**src/rtl/uart_pkg.sv**
```systemverilog
// Shared types and constants for the uart transmit arbiter.
// Holds the arbiter state encoding and the busy-rise timeout.
package uart_pkg;

    typedef enum logic [2:0] {
        IDLE,
        HDR,
        DATA,
        WAIT_HI,
        WAIT_LO
    } arb_state_t;

    // Cycles to wait for tx_busy to rise before assuming a zero-latency uart.
    localparam int WAIT_TIMEOUT = 15;

endpackage

```
**src/rtl/uart_tx_arbiter_if.sv**
```systemverilog
// Bundle between packet sources, the arbiter and the uart transmitter.
// master: arbiter side (drives ready/grant/tx), slave: sources + uart.
interface uart_tx_arbiter_if #(
    parameter int NUM_REQ   = 4,
    parameter int DATA_BITS = 8
);
    localparam int GW = $clog2(NUM_REQ);

    logic [NUM_REQ-1:0]           req_valid;
    logic [NUM_REQ*DATA_BITS-1:0] req_data;
    logic [NUM_REQ-1:0]           req_last;
    logic [NUM_REQ-1:0]           req_ready;
    logic [GW-1:0]                grant_id;
    logic                         busy;
    logic [DATA_BITS-1:0]         tx_data;
    logic                         tx_send;
    logic                         tx_busy;

    modport master (
        input  req_valid, req_data, req_last, tx_busy,
        output req_ready, grant_id, busy, tx_data, tx_send
    );

    modport slave (
        output req_valid, req_data, req_last, tx_busy,
        input  req_ready, grant_id, busy, tx_data, tx_send
    );

endinterface

```
**src/rtl/rr_picker.sv**
```systemverilog
// Combinational round-robin picker: first set bit of req at or above ptr.
// Ports: req (request vector), ptr (start index), idx (winner), found.
module rr_picker #(
    parameter int N = 4,
    parameter int W = $clog2(N)
) (
    input  logic [N-1:0] req,
    input  logic [W-1:0] ptr,
    output logic [W-1:0] idx,
    output logic         found
);
    logic [N-1:0] rot;
    logic [W-1:0] off;
    logic [W:0]   sum;

    always_comb begin
        // Rotate so that bit 0 is the highest-priority requester.
        rot   = N'({req, req} >> ptr);
        off   = '0;
        found = 1'b0;
        for (int k = N - 1; k >= 0; k--) begin
            if (rot[k]) begin
                off   = W'(k);
                found = 1'b1;
            end
        end
        sum = {1'b0, ptr} + {1'b0, off};
        idx = (sum >= (W+1)'(N)) ? W'(sum - (W+1)'(N)) : sum[W-1:0];
    end

endmodule

```
**src/rtl/uart_tx_arbiter.sv**
```systemverilog
// Shares one uart transmitter among NUM_REQ packet sources, round-robin
// per packet, optional source header. Ports: clock, rst, bus (master).
module uart_tx_arbiter
    import uart_pkg::*;
#(
    parameter int                   NUM_REQ   = 4,
    parameter int                   DATA_BITS = 8,
    parameter int                   HDR_EN    = 1,
    parameter logic [DATA_BITS-1:0] HDR_BASE  = 8'hA0
) (
    input  logic              clock,
    input  logic              rst,
    uart_tx_arbiter_if.master bus
);
    localparam int GW = $clog2(NUM_REQ);

    arb_state_t           state_q;
    logic [GW-1:0]        grant_q;
    logic [GW-1:0]        ptr_q;
    logic [GW-1:0]        ptr_inc;
    logic [GW-1:0]        pick_idx;
    logic                 pick_found;
    logic                 busy_q;
    logic                 send_q;
    logic                 last_q;
    logic [DATA_BITS-1:0] data_q;
    logic [3:0]           tmo_q;
    logic [NUM_REQ-1:0]   ready;
    logic [DATA_BITS-1:0] src_data [NUM_REQ];

    for (genvar g = 0; g < NUM_REQ; g++) begin : g_unpack
        assign src_data[g] = bus.req_data[g*DATA_BITS +: DATA_BITS];
    end

    rr_picker #(
        .N (NUM_REQ),
        .W (GW)
    ) u_pick (
        .req   (bus.req_valid),
        .ptr   (ptr_q),
        .idx   (pick_idx),
        .found (pick_found)
    );

    assign ptr_inc = (grant_q == GW'(NUM_REQ - 1)) ? '0 : grant_q + GW'(1);

    always_comb begin
        ready = '0;
        if (state_q == DATA && !bus.tx_busy) ready[grant_q] = 1'b1;
    end

    always_ff @(posedge clock) begin
        if (rst) begin
            state_q <= IDLE;
            grant_q <= '0;
            ptr_q   <= '0;
            busy_q  <= 1'b0;
            send_q  <= 1'b0;
            last_q  <= 1'b0;
            data_q  <= '0;
            tmo_q   <= '0;
        end else begin
            send_q <= 1'b0;
            unique case (state_q)
                IDLE: begin
                    if (!bus.tx_busy && pick_found) begin
                        grant_q <= pick_idx;
                        busy_q  <= 1'b1;
                        state_q <= (HDR_EN != 0) ? HDR : DATA;
                    end
                end
                HDR: begin
                    data_q  <= HDR_BASE + DATA_BITS'(grant_q);
                    send_q  <= 1'b1;
                    last_q  <= 1'b0;
                    tmo_q   <= '0;
                    state_q <= WAIT_HI;
                end
                DATA: begin
                    if (bus.req_valid[grant_q] && !bus.tx_busy) begin
                        data_q  <= src_data[grant_q];
                        send_q  <= 1'b1;
                        last_q  <= bus.req_last[grant_q];
                        tmo_q   <= '0;
                        state_q <= WAIT_HI;
                    end
                end
                WAIT_HI: begin
                    // A uart that never raises busy is released by timeout.
                    if (bus.tx_busy || tmo_q == 4'(WAIT_TIMEOUT - 1)) begin
                        state_q <= WAIT_LO;
                    end else begin
                        tmo_q <= tmo_q + 4'd1;
                    end
                end
                WAIT_LO: begin
                    if (!bus.tx_busy) begin
                        if (last_q) begin
                            ptr_q   <= ptr_inc;
                            busy_q  <= 1'b0;
                            state_q <= IDLE;
                        end else begin
                            state_q <= DATA;
                        end
                    end
                end
                default: state_q <= IDLE;
            endcase
        end
    end

    assign bus.req_ready = ready;
    assign bus.grant_id  = grant_q;
    assign bus.busy      = busy_q;
    assign bus.tx_data   = data_q;
    assign bus.tx_send   = send_q;

endmodule

```
**src/flat_wrapper.sv**
```systemverilog
// flat-port wrapper written by rule: the top's interface ports become plain ports
module uart_tx_arbiter_flat import uart_pkg::*;
#(
    parameter int                   NUM_REQ   = 4,
    parameter int                   DATA_BITS = 8,
    parameter int                   HDR_EN    = 1,
    parameter logic [DATA_BITS-1:0] HDR_BASE  = 8'hA0
)
  (clock, rst, bus_req_valid, bus_req_data, bus_req_last, bus_tx_busy, bus_req_ready, bus_grant_id, bus_busy, bus_tx_data, bus_tx_send);
  uart_tx_arbiter_if #(.NUM_REQ(NUM_REQ), .DATA_BITS(DATA_BITS)) bus_i ();
  input  logic clock;
  input  logic rst;
  input wire logic [$bits(bus_i.req_valid)-1:0] bus_req_valid;
  input wire logic [$bits(bus_i.req_data)-1:0] bus_req_data;
  input wire logic [$bits(bus_i.req_last)-1:0] bus_req_last;
  input wire logic [$bits(bus_i.tx_busy)-1:0] bus_tx_busy;
  output wire logic [$bits(bus_i.req_ready)-1:0] bus_req_ready;
  output wire logic [$bits(bus_i.grant_id)-1:0] bus_grant_id;
  output wire logic [$bits(bus_i.busy)-1:0] bus_busy;
  output wire logic [$bits(bus_i.tx_data)-1:0] bus_tx_data;
  output wire logic [$bits(bus_i.tx_send)-1:0] bus_tx_send;
  assign bus_i.req_valid = bus_req_valid;
  assign bus_i.req_data = bus_req_data;
  assign bus_i.req_last = bus_req_last;
  assign bus_i.tx_busy = bus_tx_busy;
  assign bus_req_ready = bus_i.req_ready;
  assign bus_grant_id = bus_i.grant_id;
  assign bus_busy = bus_i.busy;
  assign bus_tx_data = bus_i.tx_data;
  assign bus_tx_send = bus_i.tx_send;
  uart_tx_arbiter #(.NUM_REQ(NUM_REQ), .DATA_BITS(DATA_BITS), .HDR_EN(HDR_EN), .HDR_BASE(HDR_BASE)) u_core (.clock(clock), .rst(rst), .bus(bus_i));
endmodule
```
**config.mk**
```make
export PLATFORM = sky130hd
export DESIGN_NAME = uart_tx_arbiter_flat
export DESIGN_NICKNAME = d
export VERILOG_FILES = /design/src/rtl/uart_pkg.sv /design/src/rtl/uart_tx_arbiter_if.sv /design/src/rtl/rr_picker.sv /design/src/rtl/uart_tx_arbiter.sv /design/src/flat_wrapper.sv
export SDC_FILE = /design/constraint.sdc
export NUM_CORES = 1
export LEC_CHECK = 0
export ABC_AREA = 1
export ABC_CLOCK_PERIOD_IN_PS = 2490
export CAP_MARGIN = 20
export CORE_MARGIN = 1.5
export CORE_UTILIZATION = 40
export DETAILED_ROUTE_END_ITERATION = 10
export MAX_ROUTING_LAYER = met4
export PLACE_DENSITY = 0.76
export SETUP_SLACK_MARGIN = 0.3
export SYNTH_ARGS = -nofsm -noshare
export SYNTH_HDL_FRONTEND = slang
export SYNTH_SLANG_ARGS = --single-unit
```
**constraint.sdc**
```tcl
create_clock -name clock -period 2.49 [get_ports clock]
set_clock_uncertainty 0.2 [all_clocks]
set_input_delay 0.498 -clock clock [delete_from_list [all_inputs] [get_ports clock]]
set_output_delay 0.498 -clock clock [all_outputs]
set_load 0.03 [all_outputs]
```
==> results.ini, run 1 <==
[synthesis]
synthFlopType = dfxtp_1
synth_area_leaders = dfxtp_1, nand2_1, nor2_1, nand3_1, ha_1
syn_avg_cell_area_sq_um = 6.56
synth-seq-cells = 22
yosysUniqueCellTypes = 35
netlist_area_sq_um = 1670
yosys.area.top_type_share_pct = 26.3
async_flop_share_pct = 0
yosysTopAreaCell = dfxtp_1
synth_edf_count = 0
ys_seq_area_share_pct = 26.3
yosysWarnings = 0
synthCells = 255
syn_nets = 305

[finish]
area_growth_pct = 45.1
antennaDiodeCount = 0
drive_gt1_share_pct = 18.6
nets = 369

[job]
cap_viol_max_count = 0

[global_route]
grt_remaining_overflow = 0
grt_pass1_wl_mm = 6.95
grt_pass1_vias = 1536
grt_max_degree = 18
grt_usage_pct = 20.2
antenna_found_initial = 0

[power]
ir_drop_uv = 518
p_leak_nw = 1.06
pwr_density_cell_nw_per_um2 = 674

[sta]
worst_pin_slew_ns = 0.386
fin_ws_ns = 0.394
period_share_pct = 84.2
min_period_ns = 2.10
rsz0062_at_grt = yes
max_freq_mhz = 477
slew_viol_final = 0
slew_headroom_pct = 74.2
finalSetupTns_ns = 0
hold_viol = 0
setup_viol = 0

[route]
drt_iter0_drc = 63
routed_wl_mm = 4.55
vias_per_cell = 4.95
ant_nets = 0
wl_per_cell_um = 12.4
first_pass_iters = 4
drc = 0
vias = 1822

[clock_network]
ctsHoldBuffers = 0
cts.sinks = 22
insertion_delay_ns = 0.27
cts_tree = done
cts.clk_slew.worst_paths_ns = 0.08
cts_htree_levels = 1
root_buffer = clkbuf_8
clockBufferDepth = 2
numCtsBuffers = 3

[floorplan]
die_w_um = 67.6
core-area_sq_um = 4000
start_util_pct = 41.8
fp-row-count = 23
boundaryPins = 59
dieArea_sq_um = 4580
die_h_um = 67.6

[hold_path]
min_from = u_core.bus.busy
holdPathStages = 2
hold_class = reg2reg
holdPathEnd = u_core.bus.busy

[setup_path]
r2r-end = u_core.bus.grant_id[1]
cp_data_arrival_time_ns = 1.40
crit_required_ns = 1.79
crit_type = in2out
startpoint_type = input port
rr_startpoint = u_core.ptr_q[0]
critPathMaxFanout = 4
reg2reg_depth = 13
reg2reg_setup_slack_ns = 0.43
end_kind = primary output

[placement]
dp_hpwl_mm = 3.42
io_buffers = 58
place_congestion = 0.831
pre_cts_ws_ns = -0.0423

[run_status]
status = finished clean

## cell families (layout without fill, tap and decap cells)
group / Yosys count / in the layout / synth area share (%)
AOI/OAI and AO/OA: 47 / 47 / 16.8
buffers and inverters: 38 / 101 / 10.8
xor gates and xnor gates: 2 / 2 / 1.05
and+or+nand+nor: 139 / 139 / 39.8
adders and majority gates: 7 / 7 / 5.24
DFF: 22 / 22 / 26.3
## where the power goes
part,leakage (nW),internal (mW),switching (mW),total [mW]
Clock,0.0357,0.215,0.124,0.339
Sequential,0.180,0.420,0.0501,0.470
Combinational,0.847,0.329,0.497,0.826
## cell usage in the layout (no fill, tap or decap), types with 3 or more instances in the layout
cell type,n
nor2_2,3
nand2_4,5
nand3_1,25
nand3_2,4
buf_4,13
dlygate4sd2_1,4
nor3_1,3
nand2_1,47
a21oi_1,17
nor2_1,36
nand2_2,9
inv_1,21
ha_1,6
clkbuf_8,3
clkdlybuf4s50_1,49
nor2_4,3
inv_2,6
o21ai_0,15
dfxtp_1,20
## worst max-delay path: stages
cell and delay (ns):
clkdlybuf4s50_1 0.44, inv_2 0.12, nand2_4 0.08, nor2_1 0.09
buf_4 0.16
## flip-flops by register name, indices dropped and copies added (netlist names)
register	cells
u_core.bus.tx_data	8
u_core.state_q	3
u_core.ptr_q	2
u_core.bus.tx_send	1
u_core.bus.busy	1
u_core.bus.grant_id	2
u_core.tmo_q	4
u_core.last_q	1
## cells in the mapped netlist (all sizes together) (2+ instances only)
| master | count |
|---|---|
| xor2 | 2 |
| nor3 | 3 |
| a21oi | 20 |
| inv | 29 |
| nand4 | 2 |
| o21ai | 17 |
| buf | 7 |
| a211oi | 2 |
| nor2 | 42 |
| nand3 | 30 |
| nand2 | 61 |
| ha | 7 |
| dfxtp | 22 |
| a22oi | 2 |
## through the flow
step	hold slack [ns]	util, %	cells	power [mW]	instance area [sq um]
floorplan	0.266	-	255	1.03	1680
global placement	0.250	57.5	362	1.28	2300
detailed placement	0.253	57.5	362	1.29	2300
CTS	0.279	59.7	367	1.63	2390
global route	0.308	60.6	368	1.74	2420
finish	0.277	60.6	368	1.64	2420
## what timing repair did
item                                   CTS  global route
endpoints found under the hold margin    0             0
setup endpoints to repair                6             6
pin swaps                                2             2
buffers inserted                         1             1
gates resized for setup                 12             6
## cell type report
| class | instances | area, sq um |
|---|---|---|
| multi-input combinational | 195 | 1090 |
| clock inverter | 1 | 30.0 |
| fill | 397 | 1580 |
| tap | 50 | 62.6 |
| clock buffer | 3 | 41.3 |
| timing repair buffer | 67 | 636 |
| sequential | 22 | 443 |
| inverter | 30 | 120 |
## worst max path at each step
stage                           startpoint                      to  slack (ns)  depth (start not counted)
floorplan           u_core.bus.grant_id[0]        bus_req_ready[2]        0.42                          6
global placement          bus_req_valid[1]  u_core.bus.grant_id[1]        0.06                         13
detailed placement        bus_req_valid[2]  u_core.bus.grant_id[1]       -0.04                         13
CTS                 u_core.bus.grant_id[1]         bus_grant_id[1]        0.30                          1
global route               u_core.ptr_q[0]  u_core.bus.grant_id[1]        0.29                         13
finish                         bus_tx_busy        bus_req_ready[3]        0.39                          5
## routing by layer
| metal | wire, um | global-route usage [%] | share of wire [%] |
|---|---|---|---|
| met5 | 0 | - | 0 |
| met4 | 32 | 3.06 | 0.70 |
| met3 | 361 | 4.50 | 7.9 |
| met2 | 2070 | 32.8 | 46 |
| met1 | 2080 | 26.0 | 46 |
(Power assumes the default switching activity.)
==> inputs of run 2 (changes only) <==
--- a/config.mk
+++ b/config.mk
@@ -6,13 +6,13 @@
 export NUM_CORES = 1
 export LEC_CHECK = 0
 export ABC_AREA = 1
-export ABC_CLOCK_PERIOD_IN_PS = 2490
+export ABC_CLOCK_PERIOD_IN_PS = 1900
 export CAP_MARGIN = 20
 export CORE_MARGIN = 1.5
 export CORE_UTILIZATION = 40
 export DETAILED_ROUTE_END_ITERATION = 10
 export MAX_ROUTING_LAYER = met4
-export PLACE_DENSITY = 0.76
+export PLACE_DENSITY = 0.79
 export SETUP_SLACK_MARGIN = 0.3
 export SYNTH_ARGS = -nofsm -noshare
 export SYNTH_HDL_FRONTEND = slang
==> constraint.sdc (replaced) <==
create_clock -name clock -period 1.9 [get_ports clock]
set_clock_uncertainty 0.2 [all_clocks]
set_input_delay 0.38 -clock clock [delete_from_list [all_inputs] [get_ports clock]]
set_output_delay 0.38 -clock clock [all_outputs]
set_load 0.03 [all_outputs]
==> results.ini, run 2 (synthesis gave the netlist of run 1 again) <==
[sta]
max_freq_mhz = 516
hold_viol = 0  ; unchanged
rsz0062_at_grt = yes
slew_viol_final = 0  ; unchanged
period_share_pct = 102
min_period_ns = 1.94
worst_pin_slew_ns = 0.478  ; +0.0918 ns
slew_headroom_pct = 68.1  ; -6.1 points
setup_viol = 1  ; +1
fin_ws_ns = -0.0376  ; -0.431 ns

[finish]
multi_input_area_sq_um = 1470  ; +34%
seq_area_sq_um = 460  ; +4.0%
nets = 398  ; +7.9%
drive_gt1_share_pct = 45.2  ; +27 points
fillers = 245  ; -38%
stdcell_area_sq_um = 3100  ; +28%
antennaDiodeCount = 0  ; unchanged
final_cell_mix = nand2_1, clkdlybuf4s50_1, nor2_1, buf_4, buf_6
largest_reg_flops = 8  ; unchanged
area_growth_pct = 85.6

[route]
vias = 2216  ; +22%
drc = 0  ; unchanged
drt_iter0_drc = 132  ; +110%
first_pass_iters = 5  ; +1
vias_per_cell = 5.58  ; +13%
ant_nets = 0  ; unchanged
wl_per_cell_um = 17.6  ; +42%
routed_wl_mm = 6.98  ; +53%

[floorplan]
die_w_um = 67.6  ; unchanged
core-area_sq_um = 4000  ; unchanged
start_util_pct = 41.8  ; unchanged
boundaryPins = 59  ; unchanged
fp-row-count = 23  ; unchanged
dieArea_sq_um = 4580  ; unchanged
die_h_um = 67.6  ; unchanged

[hold_path]
hold_class = reg2reg
min_from = u_core.bus.tx_data[4]

[run_status]
violations = setup timing
status = finished, violations left

[setup_path]
crit_type = reg2reg
crit_required_ns = 1.87  ; +0.08 ns
startpoint_type = flip-flop
critPathMaxFanout = 6  ; +2
startpoint = u_core.ptr_q[0]
cp_data_arrival_time_ns = 1.91  ; +0.51 ns
rr_startpoint = u_core.ptr_q[0]
end_kind = flip-flop

[clock_network]
insertion_delay_ns = 0.28  ; about the same
cts_htree_levels = 1  ; unchanged
ctsHoldBuffers = 0  ; unchanged
cts.clk_slew.worst_paths_ns = 0.09  ; about the same
cts_tree = done
cts.sinks = 22  ; unchanged
root_buffer = clkbuf_8
clockBufferDepth = 2  ; unchanged
numCtsBuffers = 3  ; unchanged

[power]
pwr_density_cell_nw_per_um2 = 860  ; +28%
ir_drop_uv = 689  ; +33%
p_total_mw = 2.67  ; +63%
p_leak_nw = 1.31  ; +23%

[global_route]
grt_remaining_overflow = 0  ; unchanged
antenna_found_initial = 0  ; unchanged
grt_pass1_wl_mm = 8.51  ; +23%
grt_pass1_vias = 1873  ; +22%
grt_max_degree = 17  ; -1
grt_usage_pct = 25.4  ; +5.2 points

[placement]
io_buffers = 58  ; unchanged
dpl-instance-area_sq_um = 2390  ; +4.1%
dp_hpwl_mm = 3.45  ; +0.95%
place_congestion = 0.842  ; +1.4%

[job]
cap_viol_max_count = 0  ; unchanged

-- run 2: layer usage --
| layer | routed length, um | up-vias | global-route usage, % |
|---|---|---|---|
| li1 | - | 1013 | - |
| met1 | 2700 | 1049 | 28.0 |
| met2 | 3500 | 129 | 45.1 |
| met3 | 576 | 25 | 5.67 |
| met4 | 203 | 0 | 7.91 |
| met5 | 0 | - | - |
-- run 2: cell type report --
cell class                      count  area share, %
Timing Repair Buffer               96           29.2
Clock buffer                        4           1.77
Tap cell                           50           2.02
Inverter                           30           4.92
Sequential cell                    22           14.8
Multi-Input combinational cell    195           47.2
-- run 2: metrics by stage --
step           util [%]  hold WS, ns  TNS [ns]  instances  worst slack, ns
4_1_cts            68.4        0.271         0        384           0.0533
3_5_place_dp       59.8        0.262     -2.76        367           -0.445
3_3_place_gp       59.8        0.254     -2.00        367           -0.354
5_1_grt            77.5        0.288   -0.0979        397          -0.0979
2_1_floorplan         -        0.266         0        255            0.139
6_report           77.5        0.276   -0.0376        397          -0.0376
-- run 2: what timing repair did --
item / CTS / global route
buffers inserted: 13 / 13
endpoints found under the setup margin: 35 / 35
resized for setup: 86 / 84
pin swaps: 19 / 23
-- run 2: final timing paths --
kind,depth (start not counted),end,slack [ns]
worst min-delay path,2,u_core.bus.tx_data[4],0.28
worst min register to register,2,u_core.bus.tx_data[4],0.28
worst max-delay path,13,u_core.bus.grant_id[1],-0.04
worst max register to register,13,u_core.bus.grant_id[1],-0.04
-- run 2: power breakdown --
group          switching, mW  internal [mW]  total, mW
clock network          0.176          0.186      0.362
registers             0.0908          0.553      0.644
logic                  0.978          0.684       1.66
total                   1.24           1.42       2.67
-- run 2: critical path, stage by stage, from the launching register on --
cell      delay [ns]
dfxtp_4         0.42
inv_6           0.06
nand2_2         0.07
nand3_2         0.07
nand2_2         0.08
nand3_2         0.06
a21boi_2        0.18
ha_4            0.16
xor2_2          0.17
inv_1           0.08
nand4_1         0.08
nand2_1         0.06
nand2_1         0.08
a21oi_2         0.05
==> inputs of run 3 (changes only) <==
--- a/config.mk
+++ b/config.mk
@@ -11,9 +11,11 @@
 export CORE_MARGIN = 1.5
 export CORE_UTILIZATION = 40
 export DETAILED_ROUTE_END_ITERATION = 10
+export GPL_TIMING_DRIVEN = 0
 export MAX_ROUTING_LAYER = met4
 export PLACE_DENSITY = 0.79
 export SETUP_SLACK_MARGIN = 0.3
+export SKIP_CTS_REPAIR_TIMING = 1
 export SYNTH_ARGS = -nofsm -noshare
 export SYNTH_HDL_FRONTEND = slang
 export SYNTH_SLANG_ARGS = --single-unit
==> results.ini, run 3 (synthesis gave the netlist of run 1 again) <==
[sta]
worst_pin_slew_ns = 0.370  ; -0.108 ns
period_share_pct = 101  ; -0.56 points
max_freq_mhz = 519  ; +0.55%
min_period_ns = 1.93  ; -0.0106 ns
slew_viol_final = 0  ; unchanged
whs_ns = 0.243  ; -0.0331 ns
fin_ws_ns = -0.0270  ; +0.0106 ns
setup_viol = 1  ; unchanged
finalSetupTns_ns = -0.0270  ; +0.0106 ns
slew_headroom_pct = 75.3  ; +7.2 points
rsz0062_at_grt = yes
hold_viol = 0  ; unchanged

[finish]
area_growth_pct = 77.2
antennaDiodeCount = 0  ; unchanged
drive_gt1_share_pct = 39.5  ; -5.7 points
stdcell_area_sq_um = 2960  ; -4.5%
nets = 391  ; -1.8%
final_cell_mix = nand2_1, clkdlybuf4s50_1, nor2_1, buf_4
largest_reg_flops = 8  ; unchanged
final_common_cell = nand2_1

[placement]
io_buffers = 57  ; -1.7%
pre_cts_ws_ns = -0.839  ; -0.395 ns
dpl-instance-area_sq_um = 2380  ; -0.58%
dp_hpwl_mm = 3.48  ; +0.99%
place_congestion = 0.861  ; +2.2%

[floorplan]
fp-row-count = 23  ; unchanged
dieArea_sq_um = 4580  ; unchanged
die_h_um = 67.6  ; unchanged
die_w_um = 67.6  ; unchanged
boundaryPins = 59  ; unchanged
core-area_sq_um = 4000  ; unchanged
start_util_pct = 41.8  ; unchanged

[route]
m1WireLength_mm = 2.35  ; -13%
drt_iter0_drc = 164  ; +24%
drc = 0  ; unchanged
wl_per_cell_um = 15.5  ; -12%
highest-signal-layer = met4
wl_met2_mm = 3.18  ; -9.1%
first_pass_iters = 4  ; -1
vias_per_cell = 5.27  ; -5.6%
ant_nets = 0  ; unchanged
routed_wl_mm = 6.03  ; -14%
wl_met3_um = 470  ; -18%
vias = 2049  ; -7.5%

[run_status]
violations = setup timing
status = finished, violations left

[global_route]
grt_pass1_wl_mm = 6.98  ; -18%
grt_usage_pct = 20.6  ; -4.8 points
grt_max_degree = 12  ; -5
grt_pass1_vias = 1589  ; -15%
antenna_found_initial = 0  ; unchanged
grt_remaining_overflow = 0  ; unchanged

[hold_path]
hold_class = in2reg
min_from = rst

[power]
p_leak_nw = 1.43  ; +9.4%
ir_drop_uv = 693  ; +0.60%
pwr_density_cell_nw_per_um2 = 815  ; -5.2%
p_total_mw = 2.41  ; -9.5%

[clock_network]
cts_tree = done
cts_htree_levels = 1  ; unchanged
root_buffer = clkbuf_8
cts.clk_slew.worst_paths_ns = 0.08  ; about the same
cts.sinks = 22  ; unchanged
clockBufferDepth = 2  ; unchanged
numCtsBuffers = 3  ; unchanged
insertion_delay_ns = 0.26  ; -0.02 ns

[setup_path]
critPathMaxFanout = 6  ; unchanged
startpoint_type = flip-flop
startpoint = u_core.ptr_q[0]
end_kind = flip-flop
cp_data_arrival_time_ns = 1.88  ; -0.03 ns
slowest_stage = dfxtp_4
critical_path_buf_inv_count = 2  ; unchanged
rr_startpoint = u_core.ptr_q[0]
path_delay_family = simple AND/OR/NAND/NOR gates
path_cells = inv_4 > nand2_2 > nand3_2 > nand2_2 > nand3_2 > a21boi_2 > ha_2 > xor2_2 > inv_1 > nand4_1 > nand2_1 > nand2_1 > a21oi_2
crit_type = reg2reg
crit_required_ns = 1.85  ; -0.02 ns
cp_slowest_stage_delay_ns = 0.39  ; -0.03 ns

[job]
cap_viol_max_count = 0  ; unchanged

run 3: power breakdown:
part | switching [mW] | internal [mW] | total (mW)
sequential | 0.0657 | 0.553 | 0.618
clock | 0.153 | 0.142 | 0.294
combinational | 0.883 | 0.618 | 1.50
run 3: worst paths after layout:
kind | to | slack, ns | depth (start not counted)
setup / recovery | u_core.bus.grant_id[1] | -0.03 | 13
hold / removal | u_core.bus.grant_id[1] | 0.24 | 2
setup reg to reg | u_core.bus.grant_id[1] | -0.03 | 13
hold reg to reg | u_core.bus.tx_data[4] | 0.27 | 2
run 3: through the flow:
| stage | utilization, % | std cells |
|---|---|---|
| 2_1_floorplan | - | 255 |
| 3_5_place_dp | 59.5 | 362 |
| 5_1_grt | 74.0 | 389 |
| 4_1_cts | 60.5 | 365 |
| 3_3_place_gp | 59.5 | 362 |
| 6_report | 74.0 | 389 |
run 3: worst register-to-register path: cells and delay by family, from the launching register on:
| family | cells | cell delay (ns) |
|---|---|---|
| AOI/OAI and AO/OA | 2 | 0.18 |
| xor gates and xnor gates | 1 | 0.18 |
| and+or+nand+nor | 7 | 0.54 |
| DFF | 1 | 0.39 |
| adders and majority gates | 1 | 0.20 |
| buffers and inverters | 2 | 0.12 |
run 3: final cells by class:
cell class	instances	area, sq um
inverters	30	145
multi-input cells	196	1370
repair buffers	80	795
fillers	271	1040
flip-flops and latches	22	460
well taps	50	62.6
plain buffers	8	91.3
clock buffers	3	41.3
run 3: layer usage:
layer  up-vias  track usage, %
met3         2            5.17
met1       965            24.1
met5         -               -
met2        75            36.0
met4         0            3.57
li1       1007               -
